==> config.mk <==
export PLATFORM = sky130hd
export DESIGN_NAME = enemy_health
export DESIGN_NICKNAME = d
export VERILOG_FILES = /design/src/rtl/enemy_health.sv
export SDC_FILE = /design/constraint.sdc
export NUM_CORES = 1
export LEC_CHECK = 0
export CORE_UTILIZATION = 61
export DETAILED_ROUTE_END_ITERATION = 6
export PLACE_DENSITY = 0.94
export SKIP_CTS_REPAIR_TIMING = 1
export SYNTH_ARGS = -nofsm -noshare
export SYNTH_HDL_FRONTEND = slang
export SYNTH_SLANG_ARGS = --single-unit
export TNS_END_PERCENT = 30
==> constraint.sdc <==
create_clock -name clk -period 6.2 [get_ports clk]
set_input_delay 1.24 -clock clk [delete_from_list [all_inputs] [get_ports clk]]
set_output_delay 1.24 -clock clk [all_outputs]
set_load 0.1 [all_outputs]
==> src/rtl/enemy_health.sv <==
// Enemy hit-point tracker: applies bullet hits, invulnerability frames with sprite blink,
// a death timer, and the dead/defeat indications consumed by the renderer and game FSM.
module enemy_health #(
    parameter int unsigned MAX_HP        = 10,
    parameter int unsigned DAMAGE        = 1,
    parameter int unsigned IFRAME_CYCLES = 30,
    parameter int unsigned DEATH_CYCLES  = 60,
    parameter int unsigned BLINK_PERIOD  = 4
) (
    input  logic       clk,
    input  logic       rst_n,
    input  logic       isHit,
    input  logic       shield,
    input  logic       restart,
    output logic [7:0] hp,
    output logic       visible,
    output logic       alive,
    output logic       dead,
    output logic       damaged,
    output logic       blocked,
    output logic       defeat
);

    typedef enum logic [1:0] {ALIVE, HURT, DYING, DEAD} state_t;

    localparam logic [7:0]  HP_FULL     = 8'(MAX_HP);
    localparam logic [7:0]  HIT_DAMAGE  = 8'(DAMAGE);
    localparam logic [15:0] IFRAME_LOAD = 16'(IFRAME_CYCLES - 1);
    localparam logic [15:0] DEATH_LOAD  = 16'(DEATH_CYCLES - 1);
    localparam logic [7:0]  BLINK_LAST  = 8'(BLINK_PERIOD - 1);

    state_t      state, state_next;
    logic [15:0] timer, timer_next;
    logic [7:0]  blink, blink_next;
    logic [7:0]  hp_next, hp_after_hit;
    logic        visible_next, alive_next, dead_next;
    logic        damaged_next, blocked_next, defeat_next;
    logic        hit_taken;

    // Saturating subtraction: a hit never wraps HP below zero.
    assign hp_after_hit = (hp <= HIT_DAMAGE) ? '0 : hp - HIT_DAMAGE;
    assign hit_taken    = isHit && !shield && (state == ALIVE);

    always_ff @(posedge clk) begin
        if (!rst_n) begin
            state   <= ALIVE;
            hp      <= HP_FULL;
            timer   <= '0;
            blink   <= '0;
            visible <= 1'b1;
            alive   <= 1'b1;
            dead    <= 1'b0;
            damaged <= 1'b0;
            blocked <= 1'b0;
            defeat  <= 1'b0;
        end else begin
            state   <= state_next;
            hp      <= hp_next;
            timer   <= timer_next;
            blink   <= blink_next;
            visible <= visible_next;
            alive   <= alive_next;
            dead    <= dead_next;
            damaged <= damaged_next;
            blocked <= blocked_next;
            defeat  <= defeat_next;
        end
    end

    always_comb begin
        state_next = state;
        if (restart) begin
            state_next = ALIVE;
        end else begin
            case (state)
                ALIVE: if (hit_taken) state_next = (hp_after_hit == '0) ? DYING : HURT;
                HURT:  if (timer == '0) state_next = ALIVE;
                DYING: if (timer == '0) state_next = DEAD;
                DEAD:  state_next = DEAD;
                default: state_next = ALIVE;
            endcase
        end
    end

    always_comb begin
        hp_next      = hp;
        timer_next   = timer;
        blink_next   = blink;
        visible_next = visible;
        damaged_next = 1'b0;
        blocked_next = 1'b0;
        defeat_next  = 1'b0;
        if (restart) begin
            hp_next      = HP_FULL;
            timer_next   = '0;
            blink_next   = '0;
            visible_next = 1'b1;
        end else begin
            case (state)
                ALIVE: begin
                    if (isHit && shield) begin
                        blocked_next = 1'b1;
                    end else if (hit_taken) begin
                        damaged_next = 1'b1;
                        hp_next      = hp_after_hit;
                        timer_next   = (hp_after_hit == '0) ? DEATH_LOAD : IFRAME_LOAD;
                        blink_next   = '0;
                        visible_next = 1'b0;
                    end
                end
                HURT, DYING: begin
                    if (timer == '0) begin
                        blink_next   = '0;
                        visible_next = (state == HURT);
                        defeat_next  = (state == DYING);
                    end else begin
                        timer_next = timer - 16'd1;
                        // Visibility flips each time the blink counter wraps.
                        if (blink == BLINK_LAST) begin
                            blink_next   = '0;
                            visible_next = !visible;
                        end else begin
                            blink_next = blink + 8'd1;
                        end
                    end
                end
                DEAD: visible_next = 1'b0;
                default: visible_next = 1'b1;
            endcase
        end
        alive_next = (state_next == ALIVE) || (state_next == HURT);
        dead_next  = (state_next == DEAD);
    end

endmodule

==> reports/qor.csv <==
stage,metric,value,unit
sta,fmax,299,MHz
sta,post-route-min-period,3.34,ns
logic_synthesis,synth_top_family_by_area,simple AND/OR/NAND/NOR gates,
placed_design,dp_slack,2.70,ns
cts,cts.sinks,40,
route,ant_nets,0,
logic_synthesis,yosysTopAreaCell,dfxtp_1,
sta,rsz0062_at_grt,no,
logic_synthesis,synth_xor_xnor_area_share,2.82,%
setup_path,slowest_delay,1.20,ns
floorplan,ios,19,
floorplan,coreArea,3390,um^2
final_layout,drive_above_1_share,4.53,%
logic_synthesis,synth_area_leaders,"dfxtp_1, nor2_1, ha_1, nand2_1, nand3_1",
global_routing,grt_max_degree,26,
setup_path,crit_slowest_cell,clkdlybuf4s50_1,
logic_synthesis,ys_types,48,
setup_path,startpoint,hp[0]$_SDFFE_PP0P_,
floorplan,die_area,3810,um^2
outcome,outcome,"complete, no violations",
global_routing,grt_usage,28.8,%
final_layout,antenna_cells,0,
placed_design,gp_congestion,0.940,
sta,period_share,53.9,%
setup_path,start_kind,flop,
cts,cts_tree,yes,
sta,final-max-slew-violation-count,0,
global_routing,antenna_found_initial,0,
setup_path,critPathKind,reg2out,
floorplan,initial_utilization,64.2,%
logic_synthesis,syn_nets,284,
logic_synthesis,synth.yosys.seq_area_share,36.8,%
setup_path,cp_cell_sequence,clkdlybuf4s50_1,
setup_path,worst-endpoint-required,4.96,ns
floorplan,row_count,21,
route,wl_per_cell,14.7,um
cts,clkTransAtPathRegs,0.13,ns
route,vias,2087,
run,drv_cap,0,
setup_path,critPathBufInv,1,
logic_synthesis,yosys.area_share.simple,34.0,%
worst_hold_path,hold_path.class,reg2reg,
route,viasPerCell,6.27,
setup_path,r2r_slack,3.54,ns
cts,clockBufferDepth,2,
cts,root_buffer,clkbuf_4,
power_and_ir_drop,static-leakage-power,0.865,nW
floorplan,die_w,61.7,um
global_routing,grt_pass1_wl,8010,um
sta,fin_ws,2.86,ns
logic_synthesis,async_reset_ff_share,0,%
logic_synthesis,ys_warn_count,0,
sta,tns,0,ns
cts,cts_inserted_buffers,5,
final_layout,num-nets-final,299,
power_and_ir_drop,peakVddDrop,172,uV
sta,slew_headroom,34.1,%
sta,worst_slew_pin_slew,0.988,ns
placed_design,dp_hpwl,3460,um
global_routing,grt_pass1_vias,1828,
global_routing,grt.overflow.total,0,
setup_path,reg2reg_to,timer[13]$_SDFFE_PP0P_,
sta,finalClockSkew,0.0144,ns
placed_design,io_buffers,18,
setup_path,path_delay_family,buffers and inverters,
sta,hold_viol_final,0,
setup_path,crit_arrival,2.10,ns
route,drcViolationCount,0,
route,drt-initial-drc-count,147,
cts,htree_num_levels,2,
route,dr.pass1.iters,5,
setup_path,end_kind,output port,
logic_synthesis,synthAdderAreaFrac,4.60,%
floorplan,dieHeight,61.7,um
route,wirelength,4900,um
final_layout,syn2layout_area_growth,12.0,%
setup_path,crit_path_end,hp[0],
sta,setup_violations,0,
setup_path,crit_fanout,9,
logic_synthesis,syn_area_per_cell,8.03,um^2
cts,clock_latency,0.36,ns
logic_synthesis,syn_inst,271,
logic_synthesis,synth_edf_count,0,
setup_path,crit_cells,1,
power_and_ir_drop,power_density,213,nW/um^2
setup_path,reg2reg_from,state[0]$_SDFF_PN0_,
logic_synthesis,synth_area,2180,um^2
logic_synthesis,synth_top_cell_area_share,36.8,%
logic_synthesis,synthMuxAreaShare,1.90,%
logic_synthesis,synth_ff_type,dfxtp_1,
logic_synthesis,synth-compound-area-share,17.0,%
setup_path,rr_worst_depth,7,
logic_synthesis,synth_seq_cells,40,
[metal layers]
metal  up-vias  share of wire [%]  global-route usage (%)
met1       954                 46                    38.7
met4         0                2.0                    9.84
met5         -                  0                       0
met2        72                 47                    45.5
met3         9                5.7                    7.04
li1       1052                  -                       -
[worst reg2reg max path, delay by kind of cell (launching register included)]
family	cells	cell delay (ns)
flops	1	0.44
buf+inv	1	0.10
compound gates	3	1.00
fa+ha+maj	1	0.53
simple gates	2	0.51
[state kept, by name, indices dropped and copies added (netlist names)]
name and flops:
alive 1, blink 8, timer 16, dead 1, blocked 1, hp 8
damaged 1, state 2, defeat 1, visible 1
[logic make-up (layout without fill, tap and decap cells)]
group	Yosys count	in the layout
AND/OR/NAND/NOR	138	138
AO/OA/AOI/OAI	57	57
flip-flops	40	40
buffers and inverters	17	33
adder cells (fa/ha/maj)	8	8
XOR/XNOR	7	7
multiplexers	4	4
[power by group]
part / switching, mW / internal (mW) / total (mW)
Combinational: 0.0729 / 0.0346 / 0.108
Clock: 0.0860 / 0.0540 / 0.140
Sequential: 0.00745 / 0.263 / 0.271
[Yosys cell counts, drive strengths merged, types with 3 or more instances]
cell type  count
nor3          14
or4            8
a21oi         14
o31ai          5
nand3         16
nor2          27
and3           5
dfxtp         40
nand2b         5
xor2           6
nor4           5
nand2         22
or2            3
ha             8
clkbuf        10
o21ai         11
or3           11
and2           3
a31oi          8
o22ai          3
mux2i          3
nand4          7
inv            7
[cells in the final DEF, fill, tap and decap left out, types with 2 or more instances in the layout]
cell              n
a211oi_1          2
a21oi_1          14
a221oi_1          2
a2bb2oi_1         2
a31oi_1           8
and2_1            2
and3_1            5
and4_1            2
clkbuf_4          5
clkdlybuf4s50_1  18
clkinv_2          2
dfxtp_1          40
ha_1              8
inv_1             7
mux2i_1           3
nand2_1          22
nand2b_1          5
nand3_1          16
nand3b_1          2
nand4_1           7
nor2_1           27
nor2b_1           2
nor3_1           14
nor4_1            5
nor4b_1           2
o211ai_1          2
o21ai_0           8
o21ai_1           3
o22ai_1           3
o31ai_1           5
or2_2             3
or3_1            10
or4_1             8
xor2_1            6
[cell type report]
class,count,area [um^2]
Clock buffer,6,51.3
Clock inverter,2,10.0
Fill cell,268,951
Inverter,7,26.3
Multi-Input combinational cell,214,1310
Sequential cell,40,801
Tap cell,46,57.6
Timing Repair Buffer,18,180
[per-stage QoR]
step	total power, mW	hold WS [ns]	instances	instance area, um^2	util (%)
2_1_floorplan	0.358	0.466	271	2180	-
3_3_place_gp	0.378	0.482	325	2380	70.1
6_report	0.518	0.512	333	2440	71.9
3_5_place_dp	0.381	0.495	325	2380	70.1
4_1_cts	0.520	0.512	333	2440	71.9
5_1_grt	0.542	0.541	333	2440	71.9
[worst min-delay path by stage]
stage / start / end / slack (ns) / cells past startpoint
after floorplan: timer[15]$_SDFFE_PP0P_ / timer[15]$_SDFFE_PP0P_ / 0.47 / 2
after global placement: timer[15]$_SDFFE_PP0P_ / timer[15]$_SDFFE_PP0P_ / 0.48 / 2
after detailed placement: timer[4]$_SDFFE_PP0P_ / timer[4]$_SDFFE_PP0P_ / 0.50 / 2
after CTS: timer[4]$_SDFFE_PP0P_ / timer[4]$_SDFFE_PP0P_ / 0.51 / 2
after global routing: timer[4]$_SDFFE_PP0P_ / timer[4]$_SDFFE_PP0P_ / 0.54 / 2
final: timer[4]$_SDFFE_PP0P_ / timer[4]$_SDFFE_PP0P_ / 0.51 / 2
Power figures use the tool's default switching activity.
